$ cat src/rtl/word_packer_if.sv
// Byte-stream in / packed-word out bundle between the tokenizer source and the vocabulary matcher.
// master drives bytes and word_ready; slave is the packer.
`timescale 1ns/1ps
interface word_packer_if #(
    parameter int WORD_LENGTH = 3,
    parameter int DATA_WIDTH  = 8
) ();
    logic [DATA_WIDTH-1:0]             byte_in;
    logic                              byte_valid;
    logic                              byte_last;
    logic                              byte_ready;
    logic [WORD_LENGTH*DATA_WIDTH-1:0] word;
    logic [$clog2(WORD_LENGTH+1)-1:0]  word_len;
    logic                              word_trunc;
    logic                              word_valid;
    logic                              word_ready;

    modport master (
        output byte_in, byte_valid, byte_last, word_ready,
        input  byte_ready, word, word_len, word_trunc, word_valid
    );

    modport slave (
        input  byte_in, byte_valid, byte_last, word_ready,
        output byte_ready, word, word_len, word_trunc, word_valid
    );
endinterface

$ cat src/rtl/word_packer.sv
// Splits a byte stream on DELIM and packs each token MSB-first into a WORD_LENGTH-byte word.
// Optional accept counters are compiled in with WORD_PACKER_STATS_EN.
`timescale 1ns/1ps
module word_packer #(
    parameter int                    WORD_LENGTH = 3,
    parameter int                    DATA_WIDTH  = 8,
    parameter logic [DATA_WIDTH-1:0] DELIM       = 8'h20,
    parameter logic [DATA_WIDTH-1:0] PAD         = 8'h00
) (
    input  logic         clk,
    input  logic         rst,
    word_packer_if.slave bus
`ifdef WORD_PACKER_STATS_EN
    ,
    output logic [15:0]  stat_words,
    output logic [15:0]  stat_trunc
`endif
);
    localparam int CW = $clog2(WORD_LENGTH + 1);

    typedef enum logic [1:0] {FILL, SKIP, OUT} state_t;

    state_t                            state_reg, state_next;
    logic [CW-1:0]                     count_reg, count_next;
    logic                              trunc_reg, trunc_next;
    logic                              store_en;
    logic                              clear_en;
    logic                              byte_acc;
    logic                              word_acc;
    logic                              is_delim;
    logic [WORD_LENGTH*DATA_WIDTH-1:0] word_flat;

    assign byte_acc = bus.byte_valid && (state_reg != OUT);
    assign word_acc = (state_reg == OUT) && bus.word_ready;
    assign is_delim = (bus.byte_in == DELIM);

    always_comb begin
        state_next = state_reg;
        count_next = count_reg;
        trunc_next = trunc_reg;
        store_en   = 1'b0;
        clear_en   = 1'b0;
        case (state_reg)
            FILL: begin
                if (byte_acc) begin
                    if (is_delim) begin
                        // Leading and repeated delimiters produce no empty words.
                        if (count_reg != '0)
                            state_next = OUT;
                    end else if (count_reg < CW'(WORD_LENGTH)) begin
                        store_en   = 1'b1;
                        count_next = count_reg + CW'(1);
                        if (bus.byte_last)
                            state_next = OUT;
                    end else begin
                        trunc_next = 1'b1;
                        state_next = bus.byte_last ? OUT : SKIP;
                    end
                end
            end
            SKIP: begin
                if (byte_acc && (is_delim || bus.byte_last))
                    state_next = OUT;
            end
            OUT: begin
                if (word_acc) begin
                    clear_en   = 1'b1;
                    count_next = '0;
                    trunc_next = 1'b0;
                    state_next = FILL;
                end
            end
            default: state_next = FILL;
        endcase
    end

    always_ff @(posedge clk) begin
        if (rst) begin
            state_reg <= FILL;
            count_reg <= '0;
            trunc_reg <= 1'b0;
        end else begin
            state_reg <= state_next;
            count_reg <= count_next;
            trunc_reg <= trunc_next;
        end
    end

    // One register per byte slot; slot 0 lands in the most significant byte.
    for (genvar gi = 0; gi < WORD_LENGTH; gi++) begin : g_slot
        logic [DATA_WIDTH-1:0] slot_reg;

        always_ff @(posedge clk) begin
            if (rst || clear_en)
                slot_reg <= PAD;
            else if (store_en && (count_reg == CW'(gi)))
                slot_reg <= bus.byte_in;
        end

        assign word_flat[(WORD_LENGTH-1-gi)*DATA_WIDTH +: DATA_WIDTH] = slot_reg;
    end

    assign bus.byte_ready = (state_reg != OUT);
    assign bus.word_valid = (state_reg == OUT);
    assign bus.word       = word_flat;
    assign bus.word_len   = count_reg;
    assign bus.word_trunc = trunc_reg;

`ifdef WORD_PACKER_STATS_EN
    always_ff @(posedge clk) begin
        if (rst) begin
            stat_words <= '0;
            stat_trunc <= '0;
        end else if (word_acc) begin
            stat_words <= stat_words + 16'd1;
            if (trunc_reg)
                stat_trunc <= stat_trunc + 16'd1;
        end
    end
`endif
endmodule

$ cat src/flat_wrapper.sv
// flat-port wrapper written by rule: the top's interface ports become plain ports
module word_packer_flat 
#(
    parameter int                    WORD_LENGTH = 3,
    parameter int                    DATA_WIDTH  = 8,
    parameter logic [DATA_WIDTH-1:0] DELIM       = 8'h20,
    parameter logic [DATA_WIDTH-1:0] PAD         = 8'h00
)
  (clk, rst, bus_byte_in, bus_byte_valid, bus_byte_last, bus_word_ready, bus_byte_ready, bus_word, bus_word_len, bus_word_trunc, bus_word_valid);
  word_packer_if #(.WORD_LENGTH(WORD_LENGTH), .DATA_WIDTH(DATA_WIDTH)) bus_i ();
  input  logic clk;
  input  logic rst;
  input wire logic [$bits(bus_i.byte_in)-1:0] bus_byte_in;
  input wire logic [$bits(bus_i.byte_valid)-1:0] bus_byte_valid;
  input wire logic [$bits(bus_i.byte_last)-1:0] bus_byte_last;
  input wire logic [$bits(bus_i.word_ready)-1:0] bus_word_ready;
  output wire logic [$bits(bus_i.byte_ready)-1:0] bus_byte_ready;
  output wire logic [$bits(bus_i.word)-1:0] bus_word;
  output wire logic [$bits(bus_i.word_len)-1:0] bus_word_len;
  output wire logic [$bits(bus_i.word_trunc)-1:0] bus_word_trunc;
  output wire logic [$bits(bus_i.word_valid)-1:0] bus_word_valid;
  assign bus_i.byte_in = bus_byte_in;
  assign bus_i.byte_valid = bus_byte_valid;
  assign bus_i.byte_last = bus_byte_last;
  assign bus_i.word_ready = bus_word_ready;
  assign bus_byte_ready = bus_i.byte_ready;
  assign bus_word = bus_i.word;
  assign bus_word_len = bus_i.word_len;
  assign bus_word_trunc = bus_i.word_trunc;
  assign bus_word_valid = bus_i.word_valid;
  word_packer #(.WORD_LENGTH(WORD_LENGTH), .DATA_WIDTH(DATA_WIDTH), .DELIM(DELIM), .PAD(PAD)) u_core (.clk(clk), .rst(rst), .bus(bus_i));
endmodule
$ cat config.mk
export PLATFORM = sky130hd
export DESIGN_NAME = word_packer_flat
export DESIGN_NICKNAME = d
export VERILOG_FILES = /design/src/rtl/word_packer_if.sv /design/src/rtl/word_packer.sv /design/src/flat_wrapper.sv
export SDC_FILE = /design/constraint.sdc
export NUM_CORES = 1
export LEC_CHECK = 0
export ABC_CLOCK_PERIOD_IN_PS = 3910
export BUFFER_PORTS_ARGS = -buffer_cell sky130_fd_sc_hd__buf_2
export CAP_MARGIN = 20
export CELL_PAD_IN_SITES_DETAIL_PLACEMENT = 1
export CELL_PAD_IN_SITES_GLOBAL_PLACEMENT = 1
export CORE_ASPECT_RATIO = 0.75
export CORE_MARGIN = 2
export CORE_UTILIZATION = 40
export CTS_CLUSTER_DIAMETER = 40
export DETAILED_ROUTE_END_ITERATION = 16
export PLACE_DENSITY = 0.91
export RECOVER_POWER = 25
export SLEW_MARGIN = 20
export SYNTH_ARGS = -nofsm -noshare
export SYNTH_HDL_FRONTEND = slang
export SYNTH_SLANG_ARGS = --single-unit
$ cat constraint.sdc
create_clock -name clk -period 3.91 [get_ports clk]
set_input_delay 0 -clock clk [delete_from_list [all_inputs] [get_ports clk]]
set_output_delay 0 -clock clk [all_outputs]
set_load 0.01 [all_outputs]
Yosys cells after proc, flatten, opt, wreduce, memory -nomap -nowiden
Cells that the tools add are included.
W data, S select, Z words.

cells by class
  add/sub/neg operators = 1
  eq/ne operators = 14
  magnitude comparators = 1
  multiplexer cells = 24
  reductions and logical operators = 15

operators with widths
  cell                   number
  $mux W2                11
  $reduce_and A5 Y1      3
  $mux W1                10
  $eq A8 B6 Y1 const B   1
  $ne A2 B1 Y1 const B   4
  $logic_and A1 B1 Y1    6
  $ne A2 B2 Y1 const B   3
  $pmux W2 S3            1
  $eq A2 B1 Y1 const B   2
  $eq A2 B2 Y1 const B   2
  $logic_not A2 Y1       2
  $ne A4 B3 Y1 const B   1
  $pmux W2 S2            1
  $reduce_bool A2 Y1     2
  $ne A3 B3 Y1 const B   1
  $add A2 B1 Y2 const B  1
  $logic_or A1 B1 Y1     2
  $lt A2 B2 Y1 const B   1
  $pmux W1 S2            1

storage, ports and cells
  bits in registers = 29
  input port bits = 13
  logic and storage cells = 61
  output and inout bits = 29

Longest topological paths before layout
  depth after elaboration = 6
  gate-level depth with buffers = 5
  gate-level depth less buffers = 5

Worst setup path before layout
Ideal clock, no wire load.

  kind = reg2reg
  from = register u_core.count_reg[0] (netlist: u_core.bus.word_len[0])
  to = register u_core.g_slot[2].slot_reg[1]
  library setup time = 0.128 ns
  buffers on the path = 0
  period minus slack after synthesis = 1.738 ns
  data required time = 3.782 ns
  arrival time = 1.610 ns
  setup slack = 2.172 ns
  cell stages (with the launch flop) = 6
  cell sequence = dfxtp_1 ha_1 nor3_2 o2111ai_4 mux2i_1 nor2_1

between the ends
  cells in the longest elaborated chain, start to end = 6
  elaborated cells on any way between the ends = 7
  classes of those cells = 1 x order compare; 1 x eq/ne; 4 x mux; 1 x reduce/logical

RTL lines
  element                  RTL line           text
  from (decl)              word_packer.sv:24  logic [CW-1:0] count_reg, count_next;
  from (signal assigned)   word_packer.sv:84  count_reg <= count_next;
  $lt A2 B2 Y1             word_packer.sv:50  end else if (count_reg < CW'(WORD_LENGTH)) begin
  $mux W1                  word_packer.sv:50
  $mux W1                  word_packer.sv:46  if (is_delim) begin
  $mux W1                  word_packer.sv:45  if (byte_acc) begin
  $mux W1                  word_packer.sv:43  case (state_reg)
  $logic_and A1 B1 Y1 (*)  word_packer.sv:96  else if (store_en && (count_reg == CW'(gi)))
  to (signal assigned)     word_packer.sv:97  slot_reg <= bus.byte_in;
  to (decl)                word_packer.sv:91  logic [DATA_WIDTH-1:0] slot_reg;

Mark *: on every way between the ends. The rest lies on a longest branch, timed or not.
A chain may end at the register's enable or synchronous reset.

Worst setup path in the final report
  from = register u_core.count_reg[0] (netlist: u_core.bus.word_len[0])
  to = register u_core.g_slot[2].slot_reg[7]

Same word-level chain as after synthesis.

==> reports/metrics.cfg <==
[worst_hold_path]
whs_path_depth=3
holdCritStartpoint=bus_byte_in[7]
hold_path_class=input pin to flip-flop

[critical_path]
critPathCaptureType=flip-flop
worst-path-max-fanout=8
startpoint=u_core.bus.word_len[0]
regToRegStartpoint=u_core.bus.word_len[0]
arrival_ns=2.10
path_class=flip-flop to flip-flop
crit_path_start_kind=flip-flop
cp.required_ns=4.03
reg2reg_depth=5

[power]
p_leak_nw=0.7954
ir_worst_vdd_uv=312.9
power_density_mw_per_mm2=429.7
p_total_mw=0.6887

[cts]
clkLatencyLatePin_ns=0.28
cts_buffers=5
h-tree-depth=2
clockBufferDepth=2
path_clk_slew_ns=0.06
cts-resized-gates=0
cts-root-buf=clkbuf_8
cts_sinks=29
cts_tree=built

[finish]
n_antenna_cell=0
fin_cells=208
drive_gt1_share_pct=22.35
largest_register_ffs=24
syn_to_final_growth_pct=23.77
final_nets=187

[sta]
finalHoldViolCount=0
min_period_ns=1.984
fin_skew_ns=0.005676
rsz0062_at_grt=false
setup_viol=0
tightest_slew_ns=0.7826
max_freq_mhz=504.1
final.setup.tns_ns=0
slew_violations=0
slew_headroom_pct=47.83
period_share_pct=50.73

[synth]
yosysWarnings=0
syn_inst=126
post_synth_num_cell_types=27
ys_seq_elements=29
synth_area_mm2=0.001295
syn-num-nets=143
ys_seq_area_share_pct=44.83
avgSynthCellArea_um2=10.28

[drt]
initialDrtViolationCount=62
vias_per_cell=5.231
drt_first_pass_iters=4
num_vias=1088
drtAntennaViolNets=0
post_drt_wl_per_cell_um=16.34
wl_um=3399
drc_errors=0

[global_route]
grt_pass1_wl_um=5595
antenna_found_initial=0
grt_max_degree=26
grt_usage_pct=20.43
grt-ovfl-total=0
first_global_vias=1128

[placement]
io_buffers=41
placedCellCount=199
gp_congestion=0.7935
dp_hpwl_um=2435

[floorplan]
fp-row-count=17
placeableCoreArea_mm2=0.003020
fp.dieArea_mm2=0.003713
initial_core_util_pct=42.87
die_w_um=69.70
die_h_um=53.28
io_pins=42

[outcome]
status=finished, final reports clean

[run]
cap_viol_max_count=0

-- power by group --
part	total [mW]	switching [mW]	internal [mW]
combinational	0.120	0.0700	0.0502
sequential	0.324	0.0127	0.311
clock	0.244	0.105	0.139
total	0.689	0.188	0.501
-- final cells by class --
cell class,count,area [um^2]
flip-flops and latches,29,580.6
inverters,4,15.01
fillers,369,1418
repair buffers,43,207.7
well taps,38,47.55
clock buffers,7,86.33
multi-input cells,87,665.6
-- per-layer routing --
layer,vias to the layer above,GRT usage (%),wire (um)
li1,528,-,-
met1,527,23.93,1543
met2,28,36.54,1669
met3,5,5.524,148
met4,0,7.692,37
met5,-,0,0
-- critical path, stage by stage, from the launching register on --
cell	delay, ns
dfxtp_1	0.36
ha_1	0.30
nor3_2	0.48
o2111ai_4	0.38
mux2i_1	0.25
nor2_1	0.07
-- placed cells by master, fill, tap and decap left out --
master and count:
nor2b_1 1, o21ai_0 1, nor3b_1 1, dfxtp_1 29
dlygate4sd3_1 2, clkbuf_1 15, a21o_1 2, ha_1 4
o32ai_1 1, nand2_1 4, or2_2 1, nand2b_1 1
a31oi_1 1, o2111ai_1 2, or4b_1 1, or4_1 1
nor2_1 28, clkbuf_8 6, nand3b_1 1, o31ai_1 1
mux2i_1 26, a21oi_1 3, nor3_2 1, inv_1 4
buf_2 27, o2111ai_4 3, nor4_1 2, o21a_1 1
-- synthesized netlist by cell type, drive strengths merged --
library cell / n / area [um^2]
nand2b: 1 / 6.260
nor2: 28 / 105.1
o21a: 1 / 7.510
clkbuf: 4 / 15.01
or2: 1 / 6.260
o21ai: 1 / 5.000
or4b: 1 / 10.01
nand3b: 1 / 7.510
ha: 4 / 50.05
nor3: 1 / 10.01
nor4: 2 / 12.51
nor3b: 1 / 7.510
a31oi: 1 / 6.260
o32ai: 1 / 8.760
a21oi: 3 / 15.01
mux2i: 26 / 260.3
dfxtp: 29 / 580.6
or4: 1 / 7.510
nor2b: 1 / 6.260
nand2: 4 / 15.01
a21o: 2 / 15.01
o31ai: 1 / 7.510
o2111ai: 5 / 96.35
buf: 2 / 18.77
inv: 4 / 15.01
-- logic make-up (layout without fill, tap and decap cells) --
logic type,Yosys count,after routing,share of synthesized area (%)
simple gates,42,42,14.98
flops,29,29,44.83
mux,26,26,20.10
compound gates,15,15,12.46
buf+inv,10,54,3.768
fa+ha+maj,4,4,3.865
-- per-stage QoR --
step                instance area [um^2]  utilization (%)  setup WS [ns]  hold WS [ns]
global placement                    1514            50.12          2.053        0.2351
finish                              1603            53.07          1.926       0.01554
detailed placement                  1514            50.12          1.912        0.2452
floorplan                           1295                -          2.172       0.06907
CTS                                 1620            53.65          1.893      0.009052
global route                        1603            53.07          1.753       0.03685
-- what timing repair did --
item,in CTS,in global routing
hold buffers,2,0
setup buffers,0,0
endpoints found under the hold margin,4,0
-- final timing paths --
path	end	slack (ns)
worst max-delay path	u_core.g_slot[2].slot_reg[7]	1.93
worst min-delay path	u_core.g_slot[0].slot_reg[7]	0.02
worst max register to register	u_core.g_slot[2].slot_reg[7]	1.93
worst min register to register	u_core.bus.word_trunc	0.45
(Power assumes the default switching activity.)
